File: config.mk
export PLATFORM = sky130hd
export DESIGN_NAME = gcd_apb_csr
export DESIGN_NICKNAME = d
export VERILOG_FILES = /design/src/rtl/gcd_csr_pkg.sv /design/src/rtl/gcd_apb_csr_apb_slave_if.sv /design/src/rtl/gcd_apb_csr.sv
export SDC_FILE = /design/constraint.sdc
export NUM_CORES = 1
export LEC_CHECK = 0
export BUFFER_PORTS_ARGS = -buffer_cell sky130_fd_sc_hd__buf_4
export CAP_MARGIN = 40
export CORE_MARGIN = 1
export CORE_UTILIZATION = 31
export DETAILED_ROUTE_END_ITERATION = 16
export GPL_ROUTABILITY_DRIVEN = 1
export RECOVER_POWER = 100
export SYNTH_ARGS = -nofsm -noshare
export SYNTH_HDL_FRONTEND = slang
export SYNTH_SLANG_ARGS = --single-unit
File: constraint.sdc
create_clock -name CLK -period 1.86 [get_ports CLK]
set_input_delay 0.186 -clock CLK [delete_from_list [all_inputs] [get_ports CLK]]
set_output_delay 0.186 -clock CLK [all_outputs]
set_load 0.02 [all_outputs]
File: src/rtl/gcd_csr_pkg.sv
// GCD accelerator CSR block: shared register offsets, bit positions
// and small types used by the APB front end and the register file.
package gcd_csr_pkg;

    localparam int unsigned ADDR_ID     = 32'h00;
    localparam int unsigned ADDR_CTRL   = 32'h04;
    localparam int unsigned ADDR_CMD    = 32'h08;
    localparam int unsigned ADDR_STATUS = 32'h0C;
    localparam int unsigned ADDR_CYCLES = 32'h10;
    localparam int unsigned ADDR_DBG0   = 32'h14;

    localparam int CTRL_IRQ_EN = 0;
    localparam int CTRL_CT     = 1;
    localparam int CTRL_OP_LSB = 2;
    localparam int CTRL_OP_MSB = 4;

    localparam int CMD_START = 0;

    localparam int ST_DONE = 0;
    localparam int ST_BUSY = 1;
    localparam int ST_SERR = 2;
    localparam int ST_OVR  = 3;

    localparam logic [31:0] ID_DEFAULT = 32'h5A5A_5A5A;

    typedef logic [1:0] ws_t;

endpackage

File: src/rtl/gcd_apb_csr_apb_slave_if.sv
// APB completer front end: access tracking, wait-state counter,
// PREADY and the setup/commit strobes for the register file.
module apb_slave_if
    import gcd_csr_pkg::*;
#(
    parameter int WAIT_STATES = 0
) (
    input  logic i_clk,
    input  logic i_rst_n,
    input  logic i_psel,
    input  logic i_penable,
    input  logic i_pwrite,
    output logic o_pready,
    output logic o_setup,
    output logic o_wr_commit
);

    logic w_access;
    ws_t  r_cnt;

    assign w_access = i_psel & i_penable;
    assign o_setup  = i_psel & ~i_penable;

    // Counter rests at zero outside the access phase, so an abort clears it.
    always_ff @(posedge i_clk or negedge i_rst_n) begin
        if (!i_rst_n) begin
            r_cnt <= '0;
        end else if (!w_access) begin
            r_cnt <= '0;
        end else if (r_cnt != ws_t'(WAIT_STATES)) begin
            r_cnt <= r_cnt + ws_t'(1);
        end
    end

    generate
        if (WAIT_STATES == 0) begin : g_no_wait
            assign o_pready = 1'b1;
        end else begin : g_wait
            assign o_pready = w_access &
                              (r_cnt == ws_t'(WAIT_STATES));
        end
    endgenerate

    assign o_wr_commit = w_access & o_pready & i_pwrite;

endmodule

File: src/rtl/gcd_apb_csr.sv
// APB control/status registers for the GCD core: start/busy/done
// tracking, result snapshot capture and a level interrupt.
module gcd_apb_csr
    import gcd_csr_pkg::*;
#(
    parameter int          NUM_DBG     = 5,
    parameter int          ADDR_W      = 8,
    parameter int          WAIT_STATES = 0,
    parameter logic [31:0] ID_VALUE    = ID_DEFAULT
) (
    input  logic                   CLK,
    input  logic                   RESETn,
    input  logic [ADDR_W-1:0]      PADDR,
    input  logic                   PSEL,
    input  logic                   PENABLE,
    input  logic                   PWRITE,
    input  logic [31:0]            PWDATA,
    input  logic [3:0]             PSTRB,
    output logic                   PREADY,
    output logic                   PSLVERR,
    output logic [31:0]            PRDATA,
    output logic                   START_PULSE,
    output logic [2:0]             OPCODE,
    output logic                   CONSTANT_TIME,
    input  logic                   DONE_PULSE,
    input  logic [11:0]            CYCLE_COUNT,
    input  logic [32*NUM_DBG-1:0]  DBG_IN,
    output logic                   IRQ
);

    localparam int IW = ADDR_W - 2;
    localparam logic [IW-1:0] I_ID   = IW'(ADDR_ID >> 2);
    localparam logic [IW-1:0] I_CTRL = IW'(ADDR_CTRL >> 2);
    localparam logic [IW-1:0] I_CMD  = IW'(ADDR_CMD >> 2);
    localparam logic [IW-1:0] I_STAT = IW'(ADDR_STATUS >> 2);
    localparam logic [IW-1:0] I_CYC  = IW'(ADDR_CYCLES >> 2);
    localparam logic [IW-1:0] I_DBG0 = IW'(ADDR_DBG0 >> 2);
    localparam logic [IW-1:0] I_LAST =
        IW'((ADDR_DBG0 >> 2) + NUM_DBG - 1);

    logic                 w_pready;
    logic                 w_setup;
    logic                 w_wr_commit;
    logic [IW-1:0]        w_idx;
    logic [IW-1:0]        w_dbg_off;
    logic                 w_ro;
    logic                 w_err;
    logic [31:0]          w_rdata;
    logic [31:0]          w_status;
    logic                 w_commit;
    logic                 w_ctrl_we;
    logic                 w_cmd;
    logic                 w_w1c;
    logic                 w_done_evt;
    logic                 w_busy_pre;
    logic                 w_start_ok;
    logic                 w_start_err;
    logic                 w_unused;

    logic [CTRL_OP_MSB:0] r_ctrl;
    logic                 r_busy;
    logic                 r_done;
    logic                 r_serr;
    logic                 r_ovr;
    logic [11:0]          r_cycles;
    logic [31:0]          r_dbg [NUM_DBG];
    logic [31:0]          r_prdata;
    logic                 r_pslverr;
    logic                 r_start;

    apb_slave_if #(
        .WAIT_STATES (WAIT_STATES)
    ) u_apb_if (
        .i_clk       (CLK),
        .i_rst_n     (RESETn),
        .i_psel      (PSEL),
        .i_penable   (PENABLE),
        .i_pwrite    (PWRITE),
        .o_pready    (w_pready),
        .o_setup     (w_setup),
        .o_wr_commit (w_wr_commit)
    );

    assign w_idx   = PADDR[ADDR_W-1:2];
    assign w_ro    = (w_idx == I_ID) | (w_idx == I_CYC) |
                     (w_idx >= I_DBG0);
    assign w_err   = (w_idx > I_LAST) |
                     (PWRITE & w_ro) |
                     (PWRITE & (w_idx == I_CTRL) & r_busy);

    always_comb begin
        w_status          = '0;
        w_status[ST_DONE] = r_done;
        w_status[ST_BUSY] = r_busy;
        w_status[ST_SERR] = r_serr;
        w_status[ST_OVR]  = r_ovr;
    end

    always_comb begin
        w_rdata   = '0;
        w_dbg_off = w_idx - I_DBG0;
        if (w_idx == I_ID) begin
            w_rdata = ID_VALUE;
        end else if (w_idx == I_CTRL) begin
            w_rdata[CTRL_OP_MSB:0] = r_ctrl;
        end else if (w_idx == I_STAT) begin
            w_rdata = w_status;
        end else if (w_idx == I_CYC) begin
            w_rdata[11:0] = r_cycles;
        end else begin
            for (int k = 0; k < NUM_DBG; k++) begin
                if (w_idx >= I_DBG0 && w_dbg_off == IW'(k)) begin
                    w_rdata = r_dbg[k];
                end
            end
        end
    end

    // The error flag latched at setup also vetoes the commit.
    assign w_commit   = w_wr_commit & ~r_pslverr;
    assign w_ctrl_we  = w_commit & (w_idx == I_CTRL) & PSTRB[0];
    assign w_cmd      = w_commit & (w_idx == I_CMD) & PWDATA[CMD_START];
    assign w_w1c      = w_commit & (w_idx == I_STAT);

    // Completion is retired before a same-edge start is judged.
    assign w_done_evt  = DONE_PULSE & r_busy;
    assign w_busy_pre  = r_busy & ~w_done_evt;
    assign w_start_ok  = w_cmd & ~w_busy_pre;
    assign w_start_err = w_cmd & w_busy_pre;

    always_ff @(posedge CLK or negedge RESETn) begin
        if (!RESETn) begin
            r_ctrl    <= '0;
            r_busy    <= 1'b0;
            r_done    <= 1'b0;
            r_serr    <= 1'b0;
            r_ovr     <= 1'b0;
            r_cycles  <= '0;
            r_prdata  <= '0;
            r_pslverr <= 1'b0;
            r_start   <= 1'b0;
            for (int k = 0; k < NUM_DBG; k++) r_dbg[k] <= '0;
        end else begin
            r_start <= w_start_ok;
            r_busy  <= w_start_ok | w_busy_pre;
            r_done  <= w_done_evt |
                       (r_done & ~(w_w1c & PWDATA[ST_DONE]));
            r_serr  <= w_start_err |
                       (r_serr & ~(w_w1c & PWDATA[ST_SERR]));
            r_ovr   <= (w_done_evt & r_done) |
                       (r_ovr & ~(w_w1c & PWDATA[ST_OVR]));
            if (w_ctrl_we) r_ctrl <= PWDATA[CTRL_OP_MSB:0];
            if (w_done_evt) begin
                r_cycles <= CYCLE_COUNT;
                for (int k = 0; k < NUM_DBG; k++) begin
                    r_dbg[k] <= DBG_IN[32*k +: 32];
                end
            end
            if (w_setup) begin
                r_pslverr <= w_err;
                r_prdata  <= (w_err | PWRITE) ? '0 : w_rdata;
            end
        end
    end

    assign PREADY        = w_pready;
    assign PSLVERR       = r_pslverr;
    assign PRDATA        = r_prdata;
    assign START_PULSE   = r_start;
    assign OPCODE        = r_ctrl[CTRL_OP_MSB:CTRL_OP_LSB];
    assign CONSTANT_TIME = r_ctrl[CTRL_CT];
    assign IRQ           = r_ctrl[CTRL_IRQ_EN] &
                           (r_done | r_serr | r_ovr);

    assign w_unused = ^{PADDR[1:0], PSTRB[3:1], PWDATA[31:5]};

endmodule

## Word level (Yosys, flattened, before mapping)

Index checks and enable logic that the tools add are counted.

- Register bits after elaboration: 215
- Bits of input ports: 222
- Output and inout bits: 40
- Word-level logic and storage cells: 86

- Add/sub/neg operators: 1
- Magnitude comparators: 2
- Equality and inequality tests: 8
- Multiplexer cells: 12
- Bitwise logic cells: 42
- Reduce and logical (&&, ||, !) cells: 7

Operator list:

| cell | count |
|---|---|
| $mux 32 | 8 |
| $mux 27 | 1 |
| $and 1x1->1 | 24 |
| $eq 6x2->1 const B | 4 |
| $mux 20 | 1 |
| $eq 6x1->1 const B | 2 |
| $eq 6x3->1 const B | 2 |
| $logic_not 6->1 | 2 |
| $mux 12 | 1 |
| $or 1x1->1 | 11 |
| $not 1->1 | 7 |
| $ge 6x3->1 const B | 1 |
| $gt 6x4->1 const B | 1 |
| $sub 6x3->6 const B | 1 |
| $logic_and 1x1->1 | 5 |
| $mux 5 | 1 |

## Longest topological paths before layout

- Depth after elaboration: 13
- Depth in mapped cells: 8
- Gate-level depth less buffers: 5

## Cells and area by module

A second synthesis with hierarchy kept.

- Cell total of the unflattened synthesis: 760
- Area, all modules: 9,929.5 um^2

Modules (own cells, without submodules):

| module | instances | cells each | area each (um^2) | seq. area each (um^2) |
|---|---|---|---|---|
| gcd_apb_csr | 1 | 756 | 9,902.0 | 5,380.2 |
| apb_slave_if | 1 | 4 | 27.5 | 0.0 |

## Least setup slack after synthesis

No wires, ideal clock.

- Path type: input -> register
- Start point: input PADDR[3]
- End point: register r_prdata[0], in the netlist PRDATA[0]
- Setup time: 123 ps
- Data arrival time: 1,567 ps
- Data required time: 1,737 ps
- Setup slack: 169 ps
- Stages on the path: 7
- Buffers on the path: 2
- Cell sequence: buf_6 or3_4 or2_1 buf_6 o221a_1 a221oi_2 o21ai_1

- Word-level cells in the longest chain between the ends: 13
- Elaborated cells between the ends (all ways): 35
- Those cells by class: add/sub (1); order compare (2); eq/ne (7); mux (10); bitwise (8); reduce/logical (7)

RTL lines:

| item | RTL line | text |
|---|---|---|
| start, declared | gcd_apb_csr.sv:13 | `input logic [ADDR_W-1:0] PADDR,` |
| $sub 6x3->6 | gcd_apb_csr.sv:101 | `w_dbg_off = w_idx - I_DBG0;` |
| $logic_not 6->1 | gcd_apb_csr.sv:112 | `if (w_idx >= I_DBG0 && w_dbg_off == IW'(k)) begin` |
| $logic_and 1x1->1 | gcd_apb_csr.sv:112 |  |
| $mux 32 (5 in series) | gcd_apb_csr.sv:112 |  |
| $mux 12 | gcd_apb_csr.sv:108 | `end else if (w_idx == I_CYC) begin` |
| $mux 32 | gcd_apb_csr.sv:106 | `end else if (w_idx == I_STAT) begin` |
| $mux 5 | gcd_apb_csr.sv:104 | `end else if (w_idx == I_CTRL) begin` |
| $mux 32 | gcd_apb_csr.sv:102 | `if (w_idx == I_ID) begin` |
| $mux 32 (*) | gcd_apb_csr.sv:161 | `r_prdata <= (w_err \| PWRITE) ? '0 : w_rdata;` |
| end signal, assigned | gcd_apb_csr.sv:161 |  |
| end, declared | gcd_apb_csr.sv:67 | `logic [31:0] r_prdata;` |

Every way passes the cells marked *; elsewhere a longest branch is shown, timed or not.
A chain may end at the register's enable or synchronous reset.

## Worst setup path in the final report

- Start point: register r_busy
- End point: register r_dbg[141] (netlist bit)

- Word-level cells in the longest chain between the ends: 1

RTL lines:

| item | RTL line | text |
|---|---|---|
| start, declared | gcd_apb_csr.sv:61 | `logic r_busy;` |
| start signal, assigned | gcd_apb_csr.sv:145 | `r_busy <= w_start_ok \| w_busy_pre;` |
| $and 1x1->1 | gcd_apb_csr.sv:126 | `assign w_done_evt = DONE_PULSE & r_busy;` |
| end signal, assigned by index | gcd_apb_csr.sv:156 | `r_dbg[k] <= DBG_IN[32*k +: 32];` |
| end, declared | gcd_apb_csr.sv:66 | `logic [31:0] r_dbg [NUM_DBG];` |

Every way passes these cells.

==> qor.csv <==
metric;value;unit
status;finished clean;
Power, Total;10.6;mW
Core Area;0.0306;sq mm
H-tree level count;1;
routability-driven placement congestion ratio;0.846;
compound-gate portion of the synthesized area;0.109;
Worst slew margin;0.392;
critical path's slowest cell;nand2_2;
vias in the first global route;8162;
Reg power frac;0.451;
WP data arrival;2.11;ns
worst setup path category;register to register;
register bit count reported by yosys;215;
post-cts sizing count;0;
Starting Density;0.316;
largest net degree at the start of global routing;59;
Util after Layout;0.477;
Max clock buf depth;3;
WL met2;14.2;mm
final cell count without fillers;1617;
Yosys warnings;0;
DRT Pass-1 Iters;5;
TritonCTS clock tree;yes;
std cell rows;64;
largest family of logic cells by synthesized area;multiplexers;
cts bufs inserted;25;
IO Pins;262;
Mapped Area;0.00966;sq mm
wl on met1;13.6;mm
setup ws final;0.141;ns
Area growth syn-to-layout;51.1;%
Switch Pwr;2.43;mW
Highest Signal Layer;met5;
aggregate global-route resource usage;0.188;
P_int;8.20;mW
Die Area;0.0319;sq mm
first-pass GRT wire length;45.7;mm
sw frac;0.229;
DRC viols;0;
Final Hold Violating Endpoints;0;
XOR/XNOR share of the synthesized area;0.00181;
Placed Instances;1392;
hold crit path type;primary input to register;
Post-Synth Simple-Gate Area;0.0605;
most frequent cells in the layout;buf_4 (216), dfrtp_1 (215), dlygate4sd3_1 (180), mux2_2 (177), nand2_1 (70);
fmax;582;MHz
Tmin final;1.72;ns
Die Wd;179;um
P per Cell Area;728;mW/mm^2
Vias;7854;
detailed-route wire length;30.1;mm
crit start category;register;
Detailed Place HPWL;20.9;mm
Routed WL per cell;18.6;um
initial antenna violation count;3;
Synth Instances;768;
synth unique cells;52;
CP Cell Sequence;nand2_2, buf_12, mux2_2;
commonest non-fill, non-tap cell in the layout;buf_4;
post-synthesis adder-cell area fraction;0;
Final ANT Viol Nets;0;
Lkg Pwr;7.11;nW
final setup TNS;0;ns
DR iter-0 viols;398;
Worst-Margin Slew;0.912;ns
die height;179;um
Via density;4.86;
worst path bufs/invs;1;
Max VDD drop;0.000539;V
Worst Setup End Kind;register;
Clk pin slew, worst setup/hold paths;0.06;ns
post-route cell area;0.0146;sq mm
multi-input logic area;0.00399;sq mm
WHS;0.146;ns
critical path's top delay family;simple AND/OR/NAND/NOR gates;
met3 WL;1.43;mm
root buf cell;clkbuf_16;
syn_area_per_cell;12.6;sq um
grt total ovfl;0;
Setup Viol. Count Final;0;
CP Data Required Time;2.25;ns
DP Worst Slack;-0.0248;ns
sequential share of the synthesized area;0.557;
combinational share of power;0.104;
Clk pwr share;0.445;
final cycle utilization of the critical path;0.924;
Post-Place Cell Area;0.0122;sq mm
# fillers;2761;
Mapped Nets;990;
worst clock skew;0.00876;ns
max_cap viols;0;
CP max FO;38;
slowest stage delay, CP;0.46;ns
RSZ-0062 raised after global routing;false;
Clock Latency Late Sink;0.52;ns
post-synthesis mux area share;0.242;
layout cells sized above 1;0.381;
IO buf count;228;
register area;0.00538;sq mm
final net count;1425;
Clock Sinks;215;
fin. max-slew vios;0;
[registers in the layout (all words and copies together), names as in the netlist]
register     count
r_serr           1
r_ovr            1
r_busy           1
r_cycles        12
r_dbg          160
PSLVERR          1
r_ctrl           5
r_done           1
START_PULSE      1
PRDATA          32
[cells by family after synthesis]
| family | Yosys count |
|---|---|
| DFF | 215 |
| muxes | 211 |
| AOI/OAI and AO/OA | 149 |
| and+or+nand+nor | 127 |
| buffers and inverters | 63 |
| xor gates and xnor gates | 2 |
| other | 1 |
[worst min-delay path: stages]
cell,delay (ns)
buf_4,0.14
a211oi_1,0.11
nor2_1,0.11
o31ai_1,0.08
[power groups by stage]
| stage | logic [mW] | clock network (mW) | registers, mW |
|---|---|---|---|
| floorplan | 0.243 | 0 | 4.87 |
| global placement | 0.812 | 0 | 4.88 |
| detailed placement | 0.819 | 0 | 4.88 |
| CTS | 1.14 | 4.89 | 4.80 |
| global route | 1.20 | 5.07 | 4.80 |
| finish | 1.11 | 4.73 | 4.80 |
[synthesized netlist by cell type (all sizes together)]
library cell | number | share of area
dfrtp | 215 | 0.56
mux2 | 177 | 0.21
nand2 | 71 | 0.028
o21ai | 53 | 0.027
clkbuf | 34 | 0.013
mux2i | 34 | 0.035
nor2 | 26 | 0.010
buf | 25 | 0.016
a221oi | 16 | 0.016
o31ai | 14 | 0.011
a222oi | 13 | 0.013
a21oi | 10 | 0.0052
o22ai | 8 | 0.0052
a211oi | 6 | 0.0047
o21a | 6 | 0.0047
nand3 | 5 | 0.0026
inv | 4 | 0.0016
nor2b | 4 | 0.0026
nor3 | 4 | 0.0043
o41ai | 4 | 0.0036
a2bb2oi | 3 | 0.0027
and2 | 3 | 0.0019
nand2b | 3 | 0.0019
a2111oi | 2 | 0.0018
a211o | 2 | 0.0018
a21o | 2 | 0.0016
and3 | 2 | 0.0013
nor4 | 2 | 0.0013
o221a | 2 | 0.0023
o2bb2ai | 2 | 0.0018
xor2 | 2 | 0.0018
a21boi | 1 | 0.00078
a221o | 1 | 0.0010
a22oi | 1 | 0.00078
a32o | 1 | 0.0010
and4b | 1 | 0.0010
conb | 1 | 0.00039
nand4 | 1 | 0.00065
nor3b | 1 | 0.00078
nor4b | 1 | 0.0016
o211a | 1 | 0.0010
o31a | 1 | 0.00091
or2 | 1 | 0.00065
or3 | 1 | 0.0012
or4b | 1 | 0.0010
[layout make-up]
| cell class | instances | share of cell area |
|---|---|---|
| Clock buffer | 33 | 0.0483 |
| Clock inverter | 10 | 0.00557 |
| Antenna cell | 2 | 0.000343 |
| Multi-Input combinational cell | 490 | 0.274 |
| Tap cell | 396 | 0.0339 |
| Sequential cell | 215 | 0.369 |
| Inverter | 4 | 0.00103 |
| Timing Repair Buffer | 467 | 0.269 |
[path summary, 6_finish.rpt]
path | start | to | slack, ns | cells after the start
hold reg to reg | PRDATA[20] | PRDATA[20] | 0.48 | 2
max in group asynchronous | RESETn | r_dbg[81] | 0.32 | 3
setup / recovery | r_busy | r_dbg[141] | 0.14 | 3
setup reg to reg | r_busy | r_dbg[141] | 0.14 | 3
hold / removal | PADDR[3] | PRDATA[11] | 0.15 | 4
min in group asynchronous | RESETn | PRDATA[21] | 0.35 | 2
[metal layers]
metal,vias up,GRT usage
met2,236,0.302
met4,2,0.0586
met3,50,0.0258
met5,-,0
met1,3870,0.262
li1,3696,-
[what timing repair did]
action                                 CTS  global route
endpoints found under the hold margin  229             0
setup buffers                            0             0
hold buffers                           180             0
Note: power is estimated with default switching activity, not from simulation.
